<file path="config.mk">
export PLATFORM = sky130hd
export DESIGN_NAME = seq_divider
export DESIGN_NICKNAME = d
export VERILOG_FILES = /design/src/rtl/arith_pkg.sv /design/src/rtl/div_step.sv /design/src/rtl/seq_divider.sv
export SDC_FILE = /design/constraint.sdc
export NUM_CORES = 1
export LEC_CHECK = 0
export ABC_CLOCK_PERIOD_IN_PS = 2900
export CAP_MARGIN = 20
export CORE_UTILIZATION = 48
export CTS_CLUSTER_DIAMETER = 120
export DETAILED_ROUTE_END_ITERATION = 6
export PLACE_DENSITY = 0.73
export SLEW_MARGIN = 25
export SYNTH_ARGS = -nofsm -noshare
export SYNTH_HDL_FRONTEND = slang
export SYNTH_SLANG_ARGS = --single-unit
</file>
<file path="constraint.sdc">
create_clock -name clk -period 2.9 [get_ports clk]
set_input_delay 0.435 -clock clk [delete_from_list [all_inputs] [get_ports clk]]
set_output_delay 0.435 -clock clk [all_outputs]
set_load 0.01 [all_outputs]
</file>
<file path="src/rtl/arith_pkg.sv">
// rtl/arith_pkg.sv - shared arithmetic widths and divider FSM encoding
package arith_pkg;
   localparam int DW_DEF = 16;
   localparam int VW_DEF = 8;

   typedef enum logic [1:0] {
      IDLE = 2'd0,
      RUN  = 2'd1,
      DONE = 2'd2
   } div_state_t;
endpackage

</file>
<file path="src/rtl/div_step.sv">
// rtl/div_step.sv - one combinational restoring-division step
module div_step #(
   parameter int VW = 8
) (
   input  logic [VW-1:0] p,
   input  logic          din,
   input  logic [VW-1:0] d,
   output logic [VW-1:0] p_next,
   output logic          q_bit
);
   logic [VW:0] t;

   assign t = {p, din};

   // The compare needs VW+1 bits; the difference always fits VW bits since it is below d.
   always_comb begin
      p_next = t[VW-1:0];
      q_bit  = 1'b0;
      if (t >= {1'b0, d}) begin
         p_next = t[VW-1:0] - d;
         q_bit  = 1'b1;
      end
   end
endmodule

</file>
<file path="src/rtl/seq_divider.sv">
// rtl/seq_divider.sv - sequential restoring divider, one quotient bit per clock
module seq_divider
   import arith_pkg::*;
#(
   parameter int DW = DW_DEF,
   parameter int VW = VW_DEF
) (
   input  logic          clk,
   input  logic          reset,
   input  logic          start,
   input  logic [DW-1:0] dividend,
   input  logic [VW-1:0] divisor,
   output logic          busy,
   output logic          done,
   output logic [DW-1:0] quotient,
   output logic [VW-1:0] remainder,
   output logic          div_zero
);
   localparam int CW = $clog2(DW + 1);

   div_state_t    state;
   logic [CW-1:0] cnt;
   logic [DW-1:0] q_reg;
   logic [VW-1:0] p_reg;
   logic [VW-1:0] d_reg;
   logic          zero_pend;
   logic [VW-1:0] p_next;
   logic          q_bit;
   logic [DW-1:0] q_next;

   div_step #(.VW(VW)) u_step (
      .p      (p_reg),
      .din    (q_reg[DW-1]),
      .d      (d_reg),
      .p_next (p_next),
      .q_bit  (q_bit)
   );

   assign q_next = {q_reg[DW-2:0], q_bit};

   // A zero divisor spends one idle cycle in zero_pend so done lands one edge after acceptance.
   always_ff @(posedge clk or negedge reset) begin
      if (!reset) begin
         state     <= IDLE;
         cnt       <= '0;
         q_reg     <= '0;
         p_reg     <= '0;
         d_reg     <= '0;
         zero_pend <= 1'b0;
         busy      <= 1'b0;
         done      <= 1'b0;
         quotient  <= '0;
         remainder <= '0;
         div_zero  <= 1'b0;
      end else begin
         done <= 1'b0;
         if (zero_pend) begin
            zero_pend <= 1'b0;
            state     <= DONE;
            done      <= 1'b1;
            quotient  <= '1;
            remainder <= '0;
            div_zero  <= 1'b1;
         end else begin
            case (state)
               RUN: begin
                  q_reg <= q_next;
                  p_reg <= p_next;
                  cnt   <= cnt - 1'b1;
                  if (cnt == CW'(1)) begin
                     state     <= DONE;
                     busy      <= 1'b0;
                     done      <= 1'b1;
                     quotient  <= q_next;
                     remainder <= p_next;
                  end
               end
               default: begin
                  state <= IDLE;
                  if (start) begin
                     if (divisor != '0) begin
                        state    <= RUN;
                        busy     <= 1'b1;
                        q_reg    <= dividend;
                        p_reg    <= '0;
                        d_reg    <= divisor;
                        cnt      <= CW'(DW);
                        div_zero <= 1'b0;
                     end else begin
                        zero_pend <= 1'b1;
                     end
                  end
               end
            endcase
         end
      end
   end
endmodule
</file>
==> key figures, run 1 <==
GRT
  – Vias in the first global route: about 2500
  – Largest net degree at the start of global routing: slightly above 60
  – Grt total ovfl: 0
  – Met1 usage: between 30% and 40%
  – Tot GR Track Use: a little over a fifth
  – Antenna violations before repair: 0
  – Most Crowded Layer GR: met2
  – Met2 Use GR: between 30% and 40%
  – M3 GR Usage: under 10%
  – First-pass GRT wire length: about 12000 microns

CTS
  – Clock root cell: clkbuf_8
  – H-Tree Depth: 3
  – Post-CTS Repair Setup Buffers: 0
  – Clock Path Buffers: 2
  – Worst-path clk slew: around 0.07 ns
  – CTS sink cnt: 67
  – CTS tree: built
  – Worst skew pair latency: about 0.33 ns
  – CTS buffer count: 9

Worst setup path
  – Setup crit end kind: flip-flop
  – WP buf/inv: 0
  – Critical path startpoint category: flip-flop
  – Critical Path RT: about 3.1 ns
  – Delay-heaviest family, CP: compound AO/OA/AOI/OAI gates
  – Setup CP Type: flip-flop to flip-flop
  – Slowest stage delay, CP: ~0.53 ns
  – CP cell instances: ha_1 -> nor2b_4 -> o31a_4 -> nor3_2 -> o31a_1 -> mux2i_1 -> o21ai_1
  – Crit Path Max Fanout: 11
  – WP data arrival: 2.65 ns
  – Slowest stage cell on the critical path: o31a_1

Drt
  – DRC: 10
  – Initial DRC count: approximately 180
  – Via/cell ratio: 5.439
  – DR WL/cell: roughly 15 microns
  – Detail Route Antenna Nets: 0
  – Drt first pass iters: 6
  – Via Count: around 2600
  – Post-Route WL: 7052 microns

Synth
  – Post-synth top area share: 51.40%
  – Synth area leader: dfrtp_1
  – Mapped Cells: 330
  – Synth warnings: 0
  – Synth Area per Inst: about 10 sq um
  – Post-synth EDFFs: 0
  – Synth Net Count: 368
  – Post-synthesis sequential area ratio: about 50%
  – Synth top area cells: dfrtp_1 51%, nand2_1 6.9%, a211o_1 4.3%, ha_1 3.8%, nor2_1 3.3%
  – Async SR Flop Fraction: 100.0%
  – Synthesized area: between 0.003 and 0.004 sq mm
  – Synthesis-stage register bit count: between 60 and 70
  – Synth unique cells: 49
  – Main synth FF type: dfrtp_1

STA
  – Setup tns final: 0 ns
  – Post-route minimum period: between 2 and 2.5 ns
  – Slew headroom: roughly 47%
  – Clk_skew: approximately 0.0085 ns
  – Final Max Tran Viols: 0
  – Least-Margin Pin Slew: ~0.79 ns
  – Achievable Freq: 0.4116 GHz
  – RSZ-0062 raised after global routing: false
  – Final Hold Vio Count: 0
  – Worst-case hold slack: approximately 0.5 ns
  – Final setup viols: 0
  – Final worst path period share: between 80% and 90%

Power
  – Sequential share of power: 32.7%
  – Power per Cell Area: between 1000 and 1500 mW/mm^2
  – Gate power share: 51.8%
  – Clock power frac: ~15%
  – Worst vdd ir: approximately 0.00047 V
  – Switch share: roughly two fifths
  – Leak pwr: ~0.0019 uW
  – Net Switching: approximately 2000 uW
  – Int Power: approximately 3100 uW

Run status
  – Run status: complete, but fails checks
  – Failing checks: DRC

Floorplanning
  – Die area: between 0.007 and 0.008 sq mm
  – Initial Util: between 50% and 60%
  – I/O Pins: 54
  – Die H: between 80 and 90 microns
  – CORE AREA: 0.006459 sq mm
  – Rows: 29
  – Die span in x: about 84 microns

Worst hold path
  – Hold/Removal Path Class: flip-flop to flip-flop

Placement
  – GPL Wtd Cong: 0.8694
  – Port bufs: 53
  – Post-DP HPWL: 4934 microns

Final layout
  – Layout Utilization: between 60 and 70%
  – Ratio of cells with drive above 1 in the final layout: between 10% and 20%
  – Antenna Cells: 0
  – Nets@finish: around 430
  – Area grow syn2layout: 25.05%

Run
  – Max Cap Violations: 0
cells in the mapped netlist (3+ instances only):
cell type and number:
a31oi_1 16, nor2_1 29, a211o_1 16, clkbuf_1 6
nand2_1 60, xor2_1 4, dfrtp_1 67, a21oi_1 3
o21ai_2 8, mux2i_1 6, nor2b_1 17, buf_2 8
o21ai_0 4, inv_1 13, xnor2_1 3, ha_1 10
nor3_1 3, o21ai_1 18
final cells by class:
class                      instances  area [sq um]
inverter                          13         48.80
fill                             547          2380
clock buffer                      12         155.1
clock inverter                     4         48.80
tap                               77         96.34
timing repair buffer              63         603.1
sequential                        67          1677
multi-input combinational        233          1450
power groups by stage:
stage | Combinational (uW) | Clock [uW] | Sequential (uW)
floorplan | 1810 | 0 | 1680
global placement | 2540 | 0 | 1660
detailed placement | 2630 | 0 | 1670
CTS | 2640 | 795 | 1660
global route | 2910 | 851 | 1710
finish | 2630 | 784 | 1660
path summary, 6_finish.rpt:
kind | to | start | slack [ns] | depth (start not counted)
max in group asynchronous | d_reg[4] | reset | 1.43 | 3
max reg2reg | remainder[2] | p_reg[0] | 0.47 | 7
min in group asynchronous | q_reg[10] | reset | 0.51 | 2
min reg2reg | remainder[7] | remainder[7] | 0.49 | 2
max | remainder[2] | p_reg[0] | 0.47 | 7
min | remainder[7] | remainder[7] | 0.49 | 2
per-stage QoR:
stage | std cells | area (sq um) | power (uW) | worst slack, ns
final | 469 | 4079 | 5079 | 0.4707
after global routing | 469 | 4079 | 5473 | 0.3477
after CTS | 469 | 4079 | 5097 | 0.4512
after detailed placement | 452 | 3865 | 4297 | 0.4778
after global placement | 452 | 3865 | 4204 | 0.5305
after floorplan | 330 | 3262 | 3487 | 0.8853
kinds of logic after synthesis:
| kind of cell | synth area share (%) |
|---|---|
| simple gates | 18.26 |
| compound gates | 17.49 |
| flops | 51.40 |
| buf+inv | 4.219 |
| fa+ha+maj | 4.450 |
| xor+xnor | 1.880 |
| mux | 2.301 |
layout by cell type (no fill, tap or decap), types with 3 or more instances in the layout:
| cell | Yosys | layout |
|---|---|---|
| a211o_1 | 16 | 16 |
| a21oi_1 | 3 | 3 |
| a31oi_1 | 16 | 16 |
| buf_4 | 0 | 9 |
| clkbuf_8 | 0 | 11 |
| clkdlybuf4s50_1 | 0 | 52 |
| dfrtp_1 | 67 | 67 |
| ha_1 | 10 | 10 |
| inv_1 | 13 | 13 |
| mux2i_1 | 6 | 6 |
| nand2_1 | 60 | 60 |
| nor2_1 | 29 | 28 |
| nor2b_1 | 17 | 17 |
| nor3_1 | 3 | 3 |
| o21ai_0 | 4 | 4 |
| o21ai_1 | 18 | 18 |
| o21ai_2 | 8 | 8 |
| xnor2_1 | 3 | 3 |
| xor2_1 | 4 | 4 |
per-layer routing:
layer	share of wire, %	vias to the layer above
li1	-	1248
met1	49	1236
met2	46	58
met3	3.9	9
met4	1.5	0
met5	0	-
timing repair:
| item | in CTS | in global routing |
|---|---|---|
| endpoints found under the hold margin | 7 | 0 |
| resized for setup | 0 | 0 |
| hold buffers | 1 | 0 |
worst reg2reg max path: cells and delay by family, from the launching register on:
family / cells / cell delay [ns]
adder cells (fa/ha/maj): 1 / 0.35
multiplexers: 1 / 0.34
AO/OA/AOI/OAI: 3 / 0.93
AND/OR/NAND/NOR: 2 / 0.26
flip-flops: 1 / 0.44
Note: power is estimated with default switching activity, not from simulation.
==> run 2, diff against run 1 <==
- ABC_CLOCK_PERIOD_IN_PS: 2900 -> 2320
- clock period: 2.9 -> 2.32 ns (I/O delays scaled with it)
==> run 2 against run 1 <==
Compared with the run above: the flow still finishes with violations (DRC); critical path depth stayed put; clock power up 40%; via count grew 0.86%; final cell count up 1.1%; register-to-register slack worse by 0.32 ns.
==> key figures, run 2 (synthesis gave the netlist of run 1 again) <==
Run status
  – Run status: complete, but fails checks
  – Failing checks: DRC

CTS
  – H-Tree Depth: 3 (unchanged)
  – CTS tree: built
  – Worst skew pair latency: 0.33 ns (about the same)
  – Clock root cell: clkbuf_8
  – Worst-path clk slew: 0.07 ns (about the same)
  – CTS buffer count: 9 (unchanged)
  – Clock Path Buffers: 2 (unchanged)
  – CTS sink cnt: 67 (unchanged)

Drt
  – Detail Route Antenna Nets: 0 (unchanged)
  – Via Count: 2573 (+0.86%)
  – Drt first pass iters: 7 (+1)
  – Via/cell ratio: 5.428 (-0.20%)
  – DRC: 10 (unchanged)
  – Post-Route WL: 7165 microns (+1.6%)
  – DR WL/cell: 15.12 microns (+0.53%)
  – Initial DRC count: 144 (-18%)

STA
  – Post-route minimum period: 2.173 ns (-0.2567 ns)
  – Worst-case hold slack: 0.4161 ns (-0.07123 ns)
  – Least-Margin Pin Slew: 0.5001 ns (-0.2940 ns)
  – Clk_skew: 0.009698 ns (+0.001186 ns)
  – Setup tns final: 0 ns (unchanged)
  – Slew headroom: 66.66% (+20 points)
  – Final Hold Vio Count: 0 (unchanged)
  – Achievable Freq: 0.4603 GHz (+12%)
  – Final Max Tran Viols: 0 (unchanged)
  – RSZ-0062 raised after global routing: false
  – Final setup viols: 0 (unchanged)
  – Final worst path period share: 93.64% (+9.9 points)

GRT
  – First-pass GRT wire length: 11930 microns (-0.74%)
  – Largest net degree at the start of global routing: 39 (-36%)
  – Tot GR Track Use: 21.43% (-0.064 points)
  – Grt total ovfl: 0 (unchanged)
  – Antenna violations before repair: 0 (unchanged)
  – Vias in the first global route: 2493 (+1.1%)

Floorplanning
  – Die area: 0.007129 sq mm (unchanged)
  – Die span in x: 84.44 microns (unchanged)
  – I/O Pins: 54 (unchanged)
  – CORE AREA: 0.006459 sq mm (unchanged)
  – Initial Util: 50.50% (unchanged)
  – Die H: 84.44 microns (unchanged)
  – Rows: 29 (unchanged)

Power
  – Worst vdd ir: 0.0006237 V (+34%)
  – Power per Cell Area: 1572 mW/mm^2 (+26%)
  – Leak pwr: 0.001967 uW (+2.5%)
  – Total chip power: 6575 uW (+29%)

Worst setup path
  – Setup CP Type: flip-flop to flip-flop
  – Setup crit end kind: flip-flop
  – Critical Path Start: p_reg[6]
  – Reg2Reg Depth: 7 (unchanged)
  – Critical path startpoint category: flip-flop
  – Crit Path Max Fanout: 11 (unchanged)
  – Worst R2R Setup Slack: 0.15 ns (-0.32 ns)
  – Reg-to-reg endpoint: remainder[0]
  – CP cell instances: ha_1 -> a211o_1 -> a31oi_1 -> o31a_1 -> buf_12 -> mux2_4 -> o21ai_1
  – WP data arrival: 2.43 ns (-0.22 ns)
  – Slowest stage delay, CP: 0.41 ns (-0.12 ns)
  – RR Startpoint: p_reg[6]
  – Critical Path RT: 2.58 ns (-0.54 ns)
  – Slowest stage cell on the critical path: dfrtp_1

Placement
  – Post-DP HPWL: 4998 microns (+1.3%)
  – GPL Wtd Cong: 0.9012 (+3.7%)
  – Dpl cells: 457 (+1.1%)
  – Port bufs: 53 (unchanged)

Final layout
  – Commonest non-fill, non-tap cells in the layout: 67 x dfrtp_1, 60 x nand2_1, 52 x clkdlybuf4s50_1, 28 x nor2_1, 18 x o21ai_1
  – Fin cells: 474 (+1.1%)
  – Filler cells: 539 (-1.5%)
  – Nets@finish: 430 (+1.2%)
  – Antenna Cells: 0 (unchanged)
  – Area grow syn2layout: 28.23%
  – Ratio of cells with drive above 1 in the final layout: 12.09% (+1.4 points)
  – Most common cell after layout, fill and taps aside: dfrtp_1

Run
  – Max Cap Violations: 0 (unchanged)

Worst hold path
  – Hold/Removal Path Class: input pin to asynchronous set/reset pin
==> run 2: timing repair <==
item	CTS	global route
buffers inserted	0	0
resized for setup	0	1
hold buffers	1	0
endpoints found under the setup margin	0	1
hold endpoints to repair	5	0
==> run 2: report_power, final <==
| part | internal [uW] | leakage, uW | switching [uW] |
|---|---|---|---|
| clock network | 663 | 0.000113 | 433 |
| registers | 1720 | 0.000823 | 351 |
| logic | 1700 | 0.00103 | 1710 |
| total | 4080 | 0.00197 | 2500 |
==> run 2: layout make-up <==
type,count,area [sq um],area share [%]
tap,77,96.34,2.303
multi-input combinational,233,1455,34.79
sequential,67,1677,40.08
timing repair buffer,68,678.2,16.21
clock buffer,12,155.1,3.709
inverter,13,48.80,1.167
clock inverter,4,72.57,1.735
==> run 2: per-layer routing <==
metal | wire length (microns) | GRT usage, % | up-vias | share of wire (%)
li1 | - | - | 1265 | -
met1 | 3447 | 30.82 | 1226 | 48
met2 | 3302 | 32.34 | 68 | 46
met3 | 278 | 3.245 | 14 | 3.9
met4 | 137 | 9.861 | 0 | 1.9
met5 | 0 | 0 | - | 0
==> run 2: worst max path at each step <==
stage                               to  slack (ns)  depth (start not counted)
after floorplan           remainder[6]        0.31                         10
after global routing      remainder[0]        0.06                          8
final                     remainder[0]        0.15                          7
after global placement          cnt[3]        0.14                          7
after detailed placement     q_reg[15]        0.12                          7
after CTS                 remainder[0]        0.14                          8
==> run 2: per-stage QoR <==
| stage | utilization, % | setup slack, ns | area, sq um |
|---|---|---|---|
| 2_1_floorplan | - | 0.3053 | 3262 |
| 3_3_place_gp | 61.00 | 0.1419 | 3940 |
| 3_5_place_dp | 61.00 | 0.1182 | 3940 |
| 4_1_cts | 64.68 | 0.1419 | 4178 |
| 5_1_grt | 64.76 | 0.06060 | 4183 |
| 6_report | 64.76 | 0.1475 | 4183 |
==> run 2: critical path: cells and delay by family, from the launching register on <==
family / cells / cell delay (ns)
fa+ha+maj: 1 / 0.36
mux: 1 / 0.31
buf+inv: 1 / 0.15
flops: 1 / 0.41
compound gates: 4 / 0.88
==> run 3, diff against run 2 <==
- ABC_AREA: unset -> 1
- CTS_CLUSTER_SIZE: unset -> 12
- PLACE_DENSITY: 0.73 -> 0.72
- SKIP_LAST_GASP: unset -> 1
==> run 3 against run 2 <==
Compared with the run above: the run now ends clean; register-to-register slack better by 0.25 ns; fmax rose by 13%; combinational power up 11%.
==> key figures, run 3 <==
Worst setup path
  – Reg2Reg Depth: 10 (+3)
  – Critical Path RT: 2.60 ns (+0.02 ns)
  – Setup crit end: remainder[2]
  – Crit Path Max Fanout: 9 (-2)
  – Slowest stage delay, CP: 0.42 ns (about the same)
  – WP data arrival: 2.21 ns (-0.22 ns)
  – Critical path startpoint category: flip-flop
  – RR Startpoint: p_reg[5]
  – Critical Path Start: p_reg[5]
  – CP dominant cell by count: nand2_1
  – Reg-to-reg endpoint: remainder[2]
  – Slowest stage cell on the critical path: dfrtp_1
  – Setup crit end kind: flip-flop
  – Setup CP Type: flip-flop to flip-flop
  – Worst R2R Setup Slack: 0.39 ns (+0.25 ns)
  – WP buf/inv: 0 (-1)
  – Delay-heaviest family, CP: simple AND/OR/NAND/NOR gates
  – Crit path depth: 10 (+3)
  – CP cell instances: ha_1 -> nand2_1 -> nand2_1 -> nand2_1 -> nand3_2 -> nor2_4 -> nand2_4 -> nand2_1 -> nand3_1 -> nand2_1

Drt
  – DRC: 0 (-10)
  – Initial DRC count: 149 (+3.5%)
  – Via Count: 2989 (+16%)
  – Post-Route WL: 8096 microns (+13%)
  – Drt first pass iters: 4 (-3)
  – DR WL/cell: 13.43 microns (-11%)
  – Detail Route Antenna Nets: 0 (unchanged)
  – Via/cell ratio: 4.957 (-8.7%)

Synth
  – Main synth FF type: dfrtp_1
  – Post-synth EDFFs: 0 (unchanged)
  – Synth warnings: 0 (unchanged)
  – Mapped Cells: 446 (+35%)
  – Synth Area per Inst: 7.964 sq um (-19%)
  – Async SR Flop Fraction: 100.0% (unchanged)
  – Count leader, synth: nand2_1
  – Synth top area cells: dfrtp_1 47%, nand2_1 19%, o21ai_0 5.1%, inv_1 5.1%, ha_1 3.5%
  – Synthesis-stage register bit count: 67 (unchanged)
  – Commonest cells in the netlist: 179 x nand2_1, 67 x dfrtp_1, 48 x inv_1, 36 x o21ai_0, 21 x nand3_1
  – Synthesized area: 0.003552 sq mm (+8.9%)
  – Synth Net Count: 484 (+32%)
  – Post-synthesis sequential area ratio: 47.20% (-4.2 points)
  – Synth unique cells: 32 (-35%)
  – Post-synth top area share: 47.20% (-4.2 points)
  – Synth area leader: dfrtp_1

Floorplanning
  – Rows: 30 (+3.4%)
  – CORE AREA: 0.006982 sq mm (+8.1%)
  – I/O Pins: 54 (unchanged)
  – Initial Util: 50.88% (+0.37 points)
  – Die span in x: 88.03 microns (+4.3%)
  – Die area: 0.007748 sq mm (+8.7%)
  – Die H: 88.03 microns (+4.3%)

Final layout
  – Layout Utilization: 62.40% (-2.4 points)
  – Nets@finish: 540 (+26%)
  – Ratio of cells with drive above 1 in the final layout: 10.45% (-1.6 points)
  – Commonest non-fill, non-tap cells in the layout: 179 x nand2_1, 67 x dfrtp_1, 52 x clkdlybuf4s50_1, 48 x inv_1, 36 x o21ai_0
  – Antenna Cells: 0 (unchanged)
  – Most common cell after layout, fill and taps aside: nand2_1
  – Filler cells: 642 (+19%)
  – Area grow syn2layout: 22.65%

Power
  – Power per Cell Area: 1564 mW/mm^2 (-0.52%)
  – Worst vdd ir: 0.0007844 V (+26%)
  – Leak pwr: 0.002263 uW (+15%)
  – Total chip power: 6813 uW (+3.6%)

Placement
  – Setup slack at placement: 0.3736 ns (+0.2554 ns)
  – Post-DP HPWL: 5921 microns (+18%)
  – GPL Wtd Cong: 0.8936 (-0.84%)
  – Port bufs: 53 (unchanged)

STA
  – Clk_skew: 0.009999 ns (+0.0003011 ns)
  – Slew headroom: 68.36% (+1.7 points)
  – Setup tns final: 0 ns (unchanged)
  – Setup ws final: 0.3925 ns (+0.2451 ns)
  – Final Hold Vio Count: 0 (unchanged)
  – Final worst path period share: 83.08% (-11 points)
  – Worst-case hold slack: 0.3853 ns (-0.03078 ns)
  – Achievable Freq: 0.5188 GHz (+13%)
  – Final setup viols: 0 (unchanged)
  – Least-Margin Pin Slew: 0.4735 ns (-0.02659 ns)
  – Final Max Tran Viols: 0 (unchanged)
  – Post-route minimum period: 1.927 ns (-0.2451 ns)
  – RSZ-0062 raised after global routing: false

CTS
  – Worst skew pair latency: 0.35 ns (+0.02 ns)
  – # resized after CTS: 0 (unchanged)
  – Clock root cell: clkbuf_8
  – CTS sink cnt: 67 (unchanged)
  – CTS buffer count: 9 (unchanged)
  – Worst-path clk slew: 0.08 ns (about the same)
  – Clock Path Buffers: 2 (unchanged)
  – CTS tree: built
  – H-Tree Depth: 3 (unchanged)

Worst hold path
  – Hold/Removal Path Class: input pin to asynchronous set/reset pin

Run status
  – Run status: complete, no violations

GRT
  – Tot GR Track Use: 23.48% (+2.1 points)
  – First-pass GRT wire length: 13840 microns (+16%)
  – Largest net degree at the start of global routing: 42 (+7.7%)
  – Grt total ovfl: 0 (unchanged)
  – Antenna violations before repair: 0 (unchanged)
  – Vias in the first global route: 2953 (+18%)

Run
  – Max Cap Violations: 0 (unchanged)
run 3: cell types whose count changed after synthesis, moves of 6 or more:
| cell | previous run | this run |
|---|---|---|
| nand2_1 | 60 | 179 |
| inv_1 | 13 | 48 |
| o21ai_0 | 4 | 36 |
| nor2_1 | 29 | 8 |
| nand3_1 | 1 | 21 |
| o21ai_1 | 18 | 0 |
| nor2b_1 | 17 | 0 |
| a211o_1 | 16 | 0 |
| a31oi_1 | 16 | 0 |
| nand2_2 | 0 | 10 |
| o211ai_1 | 0 | 8 |
| o21ai_2 | 8 | 0 |
| mux2i_1 | 6 | 0 |
run 3: cell families after synthesis:
group                    Yosys count  synth area share (%)
flip-flops                        67                 47.20
buffers and inverters             68                 8.735
AO/OA/AOI/OAI                     54                 8.700
XOR/XNOR                           5                 1.233
adder cells (fa/ha/maj)           11                 4.086
AND/OR/NAND/NOR                  241                 30.05
run 3: worst min-delay path by stage:
stage,from,endpoint,slack (ns),depth (start not counted)
floorplan,reset,busy,0.05,0
global placement,reset,d_reg[5],0.20,1
detailed placement,reset,d_reg[7],0.20,1
CTS,reset,d_reg[7],0.38,2
global route,reset,d_reg[7],0.41,2
finish,reset,d_reg[7],0.39,2
run 3: final cells by class:
cell class                 instances  area, sq um  area share [%]
clock buffer                       9        123.9           2.843
clock inverter                     7        75.07           1.723
inverter                          52        195.2           4.480
multi-input combinational        311         1565           35.93
sequential                        67         1677           38.48
tap                               96        120.1           2.757
timing repair buffer              61        600.6           13.79
run 3: what timing repair did:
item | 4_1_cts | 5_1_grt
hold buffers | 1 | 0
endpoints found under the hold margin | 5 | 0
setup buffers | 0 | 0
run 3: report_power, final:
group / internal [uW] / switching (uW)
combinational: 1520 / 2250
sequential: 1720 / 319
clock: 504 / 498
run 3: through the flow:
stage                     area (sq um)  cells
final                             4357    603
after global routing              4357    603
after CTS                         4357    603
after detailed placement          4148    586
after global placement            4148    586
after floorplan                   3552    446
run 3: worst register-to-register path, stage by stage, from the launching register on:
cell and delay (ns):
dfrtp_1 0.42, ha_1 0.39, nand2_1 0.09, nand2_1 0.09
nand2_1 0.09, nand3_2 0.08, nor2_4 0.25, nand2_4 0.15
nand2_1 0.11, nand3_1 0.11, nand2_1 0.08
run 3: routing by layer:
metal | vias up | global-route usage, % | share of wire [%]
li1 | 1519 | - | -
met1 | 1384 | 32.10 | 48
met2 | 72 | 37.63 | 46
met3 | 14 | 4.147 | 3.8
met4 | 0 | 8.651 | 1.7
met5 | - | 0 | 0
